--- src/rtl/egress_receiver.sv ---
// egress_receiver: accepts beats from the granted ingress port, tracks transfers and queues them in a FIFO
module egress_receiver #(
    parameter int DW        = 32,
    parameter int DEPTH     = 4,
    parameter int MAX_BEATS = 16
) (
    input  logic          clk,
    input  logic          rstN,
    input  logic          int_valid,
    input  logic [DW-1:0] int_data,
    input  logic          int_last,
    input  logic [1:0]    int_sel,
    output logic          int_ready,
    output logic          trans_started,
    output logic          eg_valid,
    output logic [DW-1:0] eg_data,
    output logic [1:0]    eg_port,
    output logic          eg_last,
    input  logic          eg_ready,
    output logic          err_port,
    output logic          err_len
);
    localparam int AW = $clog2(DEPTH);
    localparam int CW = AW + 1;
    localparam int BW = $clog2(MAX_BEATS + 1);

    typedef enum logic {IDLE, XFER} state_t;

    state_t          state, state_nxt;
    logic [DW-1:0]   mem_data [DEPTH];
    logic [1:0]      mem_port [DEPTH];
    logic            mem_last [DEPTH];
    logic [AW-1:0]   wr_ptr, rd_ptr;
    logic [CW-1:0]   count;
    logic [BW-1:0]   beat_cnt, beat_nxt;
    logic [1:0]      cur_port, cur_nxt, st_port;
    logic            st_last, set_ep, set_el;
    logic            accept, pop;

    assign int_ready     = rstN && (count < CW'(DEPTH));
    assign accept        = int_valid && int_ready;
    assign eg_valid      = count != '0;
    assign pop           = eg_valid && eg_ready;
    assign eg_data       = mem_data[rd_ptr];
    assign eg_port       = mem_port[rd_ptr];
    assign eg_last       = mem_last[rd_ptr];
    assign trans_started = state == XFER;

    // Transfer tracking: decides the stored tag/last bit and the next transfer state
    always_comb begin
        state_nxt = state;
        beat_nxt  = beat_cnt;
        cur_nxt   = cur_port;
        st_port   = int_sel;
        st_last   = int_last;
        set_ep    = 1'b0;
        set_el    = 1'b0;
        if (accept) begin
            if (state == IDLE) begin
                if (!int_last) begin
                    state_nxt = XFER;
                    cur_nxt   = int_sel;
                    beat_nxt  = BW'(1);
                end
            end else begin
                beat_nxt = beat_cnt + 1'b1;
                st_port  = cur_port;
                set_ep   = int_sel != cur_port;
                if (int_last) begin
                    state_nxt = IDLE;
                end else if (beat_nxt == BW'(MAX_BEATS)) begin
                    st_last   = 1'b1;
                    set_el    = 1'b1;
                    state_nxt = IDLE;
                end
            end
        end
    end

    // Transfer state, beat counter, latched port and sticky error flags
    always_ff @(posedge clk or negedge rstN) begin
        if (!rstN) begin
            state    <= IDLE;
            beat_cnt <= '0;
            cur_port <= '0;
            err_port <= 1'b0;
            err_len  <= 1'b0;
        end else begin
            state    <= state_nxt;
            beat_cnt <= beat_nxt;
            cur_port <= cur_nxt;
            err_port <= err_port | set_ep;
            err_len  <= err_len | set_el;
        end
    end

    // FIFO pointers and occupancy; pointers wrap naturally at DEPTH
    always_ff @(posedge clk or negedge rstN) begin
        if (!rstN) begin
            wr_ptr <= '0;
            rd_ptr <= '0;
            count  <= '0;
        end else begin
            if (accept) wr_ptr <= wr_ptr + 1'b1;
            if (pop) rd_ptr <= rd_ptr + 1'b1;
            count <= count + CW'(accept) - CW'(pop);
        end
    end

    // FIFO storage needs no reset; contents are ignored while empty
    always_ff @(posedge clk) begin
        if (accept) begin
            mem_data[wr_ptr] <= int_data;
            mem_port[wr_ptr] <= st_port;
            mem_last[wr_ptr] <= st_last;
        end
    end
endmodule

--- config.mk ---
export PLATFORM = sky130hd
export DESIGN_NAME = egress_receiver
export DESIGN_NICKNAME = d
export VERILOG_FILES = /design/src/rtl/egress_receiver.sv
export SDC_FILE = /design/constraint.sdc
export NUM_CORES = 1
export LEC_CHECK = 0
export BUFFER_PORTS_ARGS = -buffer_cell sky130_fd_sc_hd__buf_4
export CAP_MARGIN = 30
export CORE_MARGIN = 4
export CORE_UTILIZATION = 40
export CTS_CLUSTER_DIAMETER = 200
export DETAILED_ROUTE_END_ITERATION = 12
export GPL_ROUTABILITY_DRIVEN = 0
export GPL_TIMING_DRIVEN = 1
export PLACE_DENSITY_LB_ADDON = 0.1
export SETUP_SLACK_MARGIN = 0.4
export SKIP_LAST_GASP = 1
export SYNTH_ARGS = -nofsm -noshare
export SYNTH_HDL_FRONTEND = slang
export SYNTH_SLANG_ARGS = --single-unit
--- constraint.sdc ---
create_clock -name clk -period 2.95 [get_ports clk]
set_input_delay 0.295 -clock clk [delete_from_list [all_inputs] [get_ports clk]]
set_output_delay 0.295 -clock clk [all_outputs]
set_load 0.01 [all_outputs]
# Yosys cells after proc, flatten, opt, wreduce, memory -nomap -nowiden
# Memories as Yosys holds them, arrays and structs flattened.
# Cells that the tools add are included.
classes:
  n_addsub: 5
  magnitude_cmp: 1
  n_eq_ne: 3
  mux: 19
  n_bitwise: 4
  reduce_logical: 6
ops:
  columns: ["operator", "count"]
  rows:
  - ["$mux W1", 15]
  - ["$mux W5", 2]
  - ["$add A5 B1 Y5 const B", 1]
  - ["$eq A5 B5 Y1 const B", 1]
  - ["$add A2 B1 Y2 const B", 2]
  - ["$mux W2", 2]
  - ["$add A3 B1 Y3", 1]
  - ["$logic_and A1 B1 Y1", 3]
  - ["$lt A3 B3 Y1 const B", 1]
  - ["$reduce_and A3 Y1", 1]
  - ["$reduce_bool A3 Y1", 1]
  - ["$sub A3 B1 Y3", 1]
  - ["$ne A2 B1 Y1 const B", 1]
  - ["$ne A2 B2 Y1", 1]
  - ["$not A1 Y1", 2]
  - ["$or A1 B1 Y1", 2]
  - ["$reduce_and A2 Y1", 1]
word_totals:
  ff_bits: 17
  ramBits: 140
  inputBits: 39
  out_inout_bits: 40
  elab_cells: 49
  n_memories: 3
memory_table:
  columns: ["name", "depth", "width", "read_ports", "rd_clocked_by_memory_dff", "write_ports", "line_no", "source"]
  rows:
  - ["mem_data", 4, 32, 1, 0, 1, "30", "logic [DW-1:0] mem_data [DEPTH];"]
  - ["mem_port", 4, 2, 1, 0, 1, "31", "logic [1:0] mem_port [DEPTH];"]
  - ["mem_last", 4, 1, 1, 0, 1, "32", "logic mem_last [DEPTH];"]

# Logic depth before layout (Yosys ltp)
depth:
  word_depth: 7
  mapped_depth: 8
  ltp_nobuf: 8

# Worst setup path before layout
# Ideal clock, no wire load.
synth_path:
  path_kind: "register to register"
  from: "register count[2]"
  to: "memory mem_data[0][0], enable pin"
  setup_time_ns: 0.395
  arrival_ns: 1.678
  required_ns: 2.555
  setup_slack_ns: 0.876
  stages_incl_launch_ff: 4
  n_path_buf: 1
  period_less_slack_ns: 2.074
  path_cell_list: "dfrtp_1 and3b_1 buf_4 and2_1"
synth_between:
  elab_chain_cells: 5
synth_lines:
  columns: ["item", "line_no", "source"]
  rows:
  - ["start: declaration", "34", "logic [CW-1:0] count;"]
  - ["start signal: assignment", "106", "count <= count + CW'(accept) - CW'(pop);"]
  - ["$lt A3 B3 Y1", "40", "assign int_ready = rstN && (count < CW'(DEPTH));"]
  - ["$logic_and A1 B1 Y1", "40", null]
  - ["$logic_and A1 B1 Y1", "41", "assign accept = int_valid && int_ready;"]
  - ["$mux W1", "112", "if (accept) begin"]
  - ["$mux W1 (implied by the code)", "113", "mem_data[wr_ptr] <= int_data;"]
  - ["end: declaration", "30", null]
# No other way between the ends.

# Final worst setup path
layout_path:
  from: "register rd_ptr[1]"
  to: "output port eg_data[30]"
layout_between:
  elab_chain_cells: 1
layout_lines:
  columns: ["item", "line_no", "source"]
  rows:
  - ["start: declaration", "33", "logic [AW-1:0] wr_ptr, rd_ptr;"]
  - ["start signal: assignment", "105", "if (pop) rd_ptr <= rd_ptr + 1'b1;"]
  - ["$mem_v2 Z4 W32", null, null]
  - ["end: declaration", "16", "output logic [DW-1:0] eg_data,"]
# No other way between the ends.

==> results.json <==
{
  "arrival_ps": 2000,
  "first_pass_iters": 4,
  "period_needed_ps": 2300,
  "clk_pin_slew_worst_paths_ps": 60,
  "die_area_sq_um": 17000,
  "combPwrFrac": 0.269,
  "io_buffers": 78,
  "fp-row-count": 44,
  "wl_um": 10800,
  "wl_met3_um": 568,
  "ant_nets": 0,
  "hpwl_um": 6580,
  "detailroute.wirelength.met2_um": 5500,
  "synth-seq-cells": 157,
  "highest_layer": "met4",
  "r2r_cells": 7,
  "postCtsSetupBuffers": 0,
  "synthXorXnorAreaFrac": 0.0132,
  "hold_class": "in -> reg",
  "slowest_stage": "dfrtp_2",
  "clock_path_buffers": 2,
  "critPathCaptureType": "output port",
  "synth_mux_area_frac": 0.142,
  "intPower_mw": 5.17,
  "grt_first_pass_wirelength_um": 16800,
  "grt_max_degree": 38,
  "crit_path_start_kind": "register",
  "m1WireLength_um": 4550,
  "synth_enable_flop_cells": 140,
  "clockRootBuffer": "clkbuf_16",
  "crit_path_max_fanout": 23,
  "hold_viol": 0,
  "netlist_area_sq_um": 5990,
  "powerDensity_nw_per_um2": 946,
  "ios": 79,
  "layout_commonest_cell": "edfxtp_1",
  "layout.cells.non_filler": 563,
  "grt_pass1_vias": 3040,
  "antenna_found_initial": 0,
  "synth.distinct_cells": 39,
  "synth_compound_area_frac": 0.0165,
  "postLayoutCellArea_sq_um": 7480,
  "finalSetupTns_ps": 0,
  "place_area_sq_um": 6850,
  "synth_top_family_by_area": "multiplexers",
  "syn_avg_cell_area_sq_um": 22.4,
  "finalNetCount": 413,
  "critPathKind": "reg -> out",
  "synth_fa_ha_area_frac": 0.0180,
  "status": "finished clean",
  "insertedDiodeCount": 0,
  "p_switching_mw": 1.91,
  "rsz0062_at_grt": "no",
  "dp_cells": 530,
  "period_share": 0.779,
  "fmax_mhz": 435,
  "critPathRequiredTime_ps": 2650,
  "max_stage_delay_ps": 770,
  "die_x_um": 130,
  "ys_warn_count": 0,
  "viasPerCell": 5.04,
  "drive_above_1_share": 0.441,
  "h-tree-depth": 4,
  "wl_per_cell_um": 19.1,
  "die_h_um": 130,
  "cts_buffers": 17,
  "final_util": 0.513,
  "r2r_start": "count[2]$_DFF_PN0_",
  "leakage_nw": 2.66,
  "slew-limit-headroom": 0.573,
  "crit_top_cell": "buf_4",
  "cap_violations": 0,
  "worst_pin_slew_ps": 633,
  "final_cell_mix": "140 x edfxtp_1, 87 x buf_4, 35 x mux4_2, 17 x clkbuf_16, 15 x dfrtp_1",
  "areaGrowthSynthToFinish_pct": 24.9,
  "synthesis.nets": 314,
  "ir_drop_mv": 0.514,
  "clockPowerShare": 0.321,
  "synthSimpleGateAreaFrac": 0.0240,
  "cts_sinks": 157,
  "drc": 0,
  "synthCells": 267,
  "p_seq_frac": 0.411,
  "drt_iter0_drc": 138,
  "start_util": 0.410,
  "routed-via-count": 2839,
  "core_area_sq_um": 14600,
  "drv_slew": 0,
  "min_path_cells": 1,
  "min_from": "int_data[18]",
  "asyncSetResetFlopFracSynth": 0.108,
  "clock-skew-final_ps": 7.53,
  "ys_seq_area_frac": 0.773,
  "clock_latency_ps": 420,
  "startpoint": "rd_ptr[1]$_DFFE_PN0P_",
  "sw_frac_of_total": 0.269,
  "track_usage": 0.137,
  "grt_overflow_total": 0,
  "path_cells": "buf_4, mux4_2, buf_4",
  "setup_viol_count_final": 0,
  "cts_tree": "yes",
  "synth_ff_type": "edfxtp_1"
}
cell families after synthesis:
| kind of cell | Yosys count |
|---|---|
| buffers and inverters | 16 |
| AND/OR/NAND/NOR | 23 |
| AO/OA/AOI/OAI | 14 |
| multiplexers | 40 |
| XOR/XNOR | 9 |
| adder cells (fa/ha/maj) | 8 |
| flip-flops | 157 |
final cells by class:
| class | instances | area [sq um] |
|---|---|---|
| Clock buffer | 18 | 429 |
| Clock inverter | 14 | 194 |
| Fill cell | 1207 | 7110 |
| Inverter | 7 | 26.3 |
| Multi-Input combinational cell | 94 | 1280 |
| Sequential cell | 157 | 4630 |
| Tap cell | 184 | 230 |
| Timing Repair Buffer | 89 | 683 |
worst paths after layout:
path                                             end  slack [ps]
min                        mem_data[2][18]$_DFFE_PP_          80
min reg2reg                        err_len$_DFF_PN0_         470
max in group asynchronous      rd_ptr[0]$_DFFE_PN0P_        2430
max reg2reg                       count[2]$_DFF_PN0_         880
min in group asynchronous    beat_cnt[4]$_DFFE_PN0P_         290
max                                      eg_data[30]         650
through the flow:
step	power (mW)	setup slack [ps]	hold WS, ps
floorplan	4.08	876	-0.591
global placement	4.90	840	185
detailed placement	4.92	782	189
CTS	7.20	602	56.7
global route	7.46	555	58.0
finish	7.07	651	78.1
synth_stat cells, drive strengths merged, types with 3 or more instances:
cell type  number  area, sq um
o21ai           4         20.0
xor2            3         26.3
xnor2           6         52.6
and2            4         25.0
ha              7         87.6
edfxtp        140         4200
nand2           4         15.0
mux4           35          788
buf             9         52.6
mux2            4         52.6
inv             7         26.3
dfrtp          17          425
power by group through the flow:
| stage | clock network (mW) | registers, mW | logic [mW] |
|---|---|---|---|
| 2_1_floorplan | 0 | 2.85 | 1.24 |
| 3_3_place_gp | 0 | 2.95 | 1.95 |
| 3_5_place_dp | 0 | 2.96 | 1.96 |
| 4_1_cts | 2.32 | 2.91 | 1.97 |
| 5_1_grt | 2.43 | 2.95 | 2.08 |
| 6_report | 2.27 | 2.91 | 1.90 |
repair_timing:
| item | CTS | global route |
|---|---|---|
| hold buffers | 1 | 0 |
| resized for setup | 0 | 0 |
| endpoints found under the hold margin | 17 | 0 |
| endpoints found under the setup margin | 0 | 0 |
metal layers:
layer	global-route usage	vias to the layer above
li1	-	1290
met1	0.175	1470
met2	0.220	67
met3	0.0438	12
met4	0.0508	0
met5	0	-
critical path, delay by kind of cell, from the launching register on:
kind,cells,cell delay [ps]
buffers and inverters,2,470
DFF,1,770
muxes,1,330
registers in the layout (all words and copies together) (netlist names), 2 cells and up:
name / count
mem_last: 4
count: 3
rd_ptr: 2
beat_cnt: 5
wr_ptr: 2
mem_port: 8
cur_port: 2
mem_data: 128
Note: power is estimated with default switching activity, not from simulation.
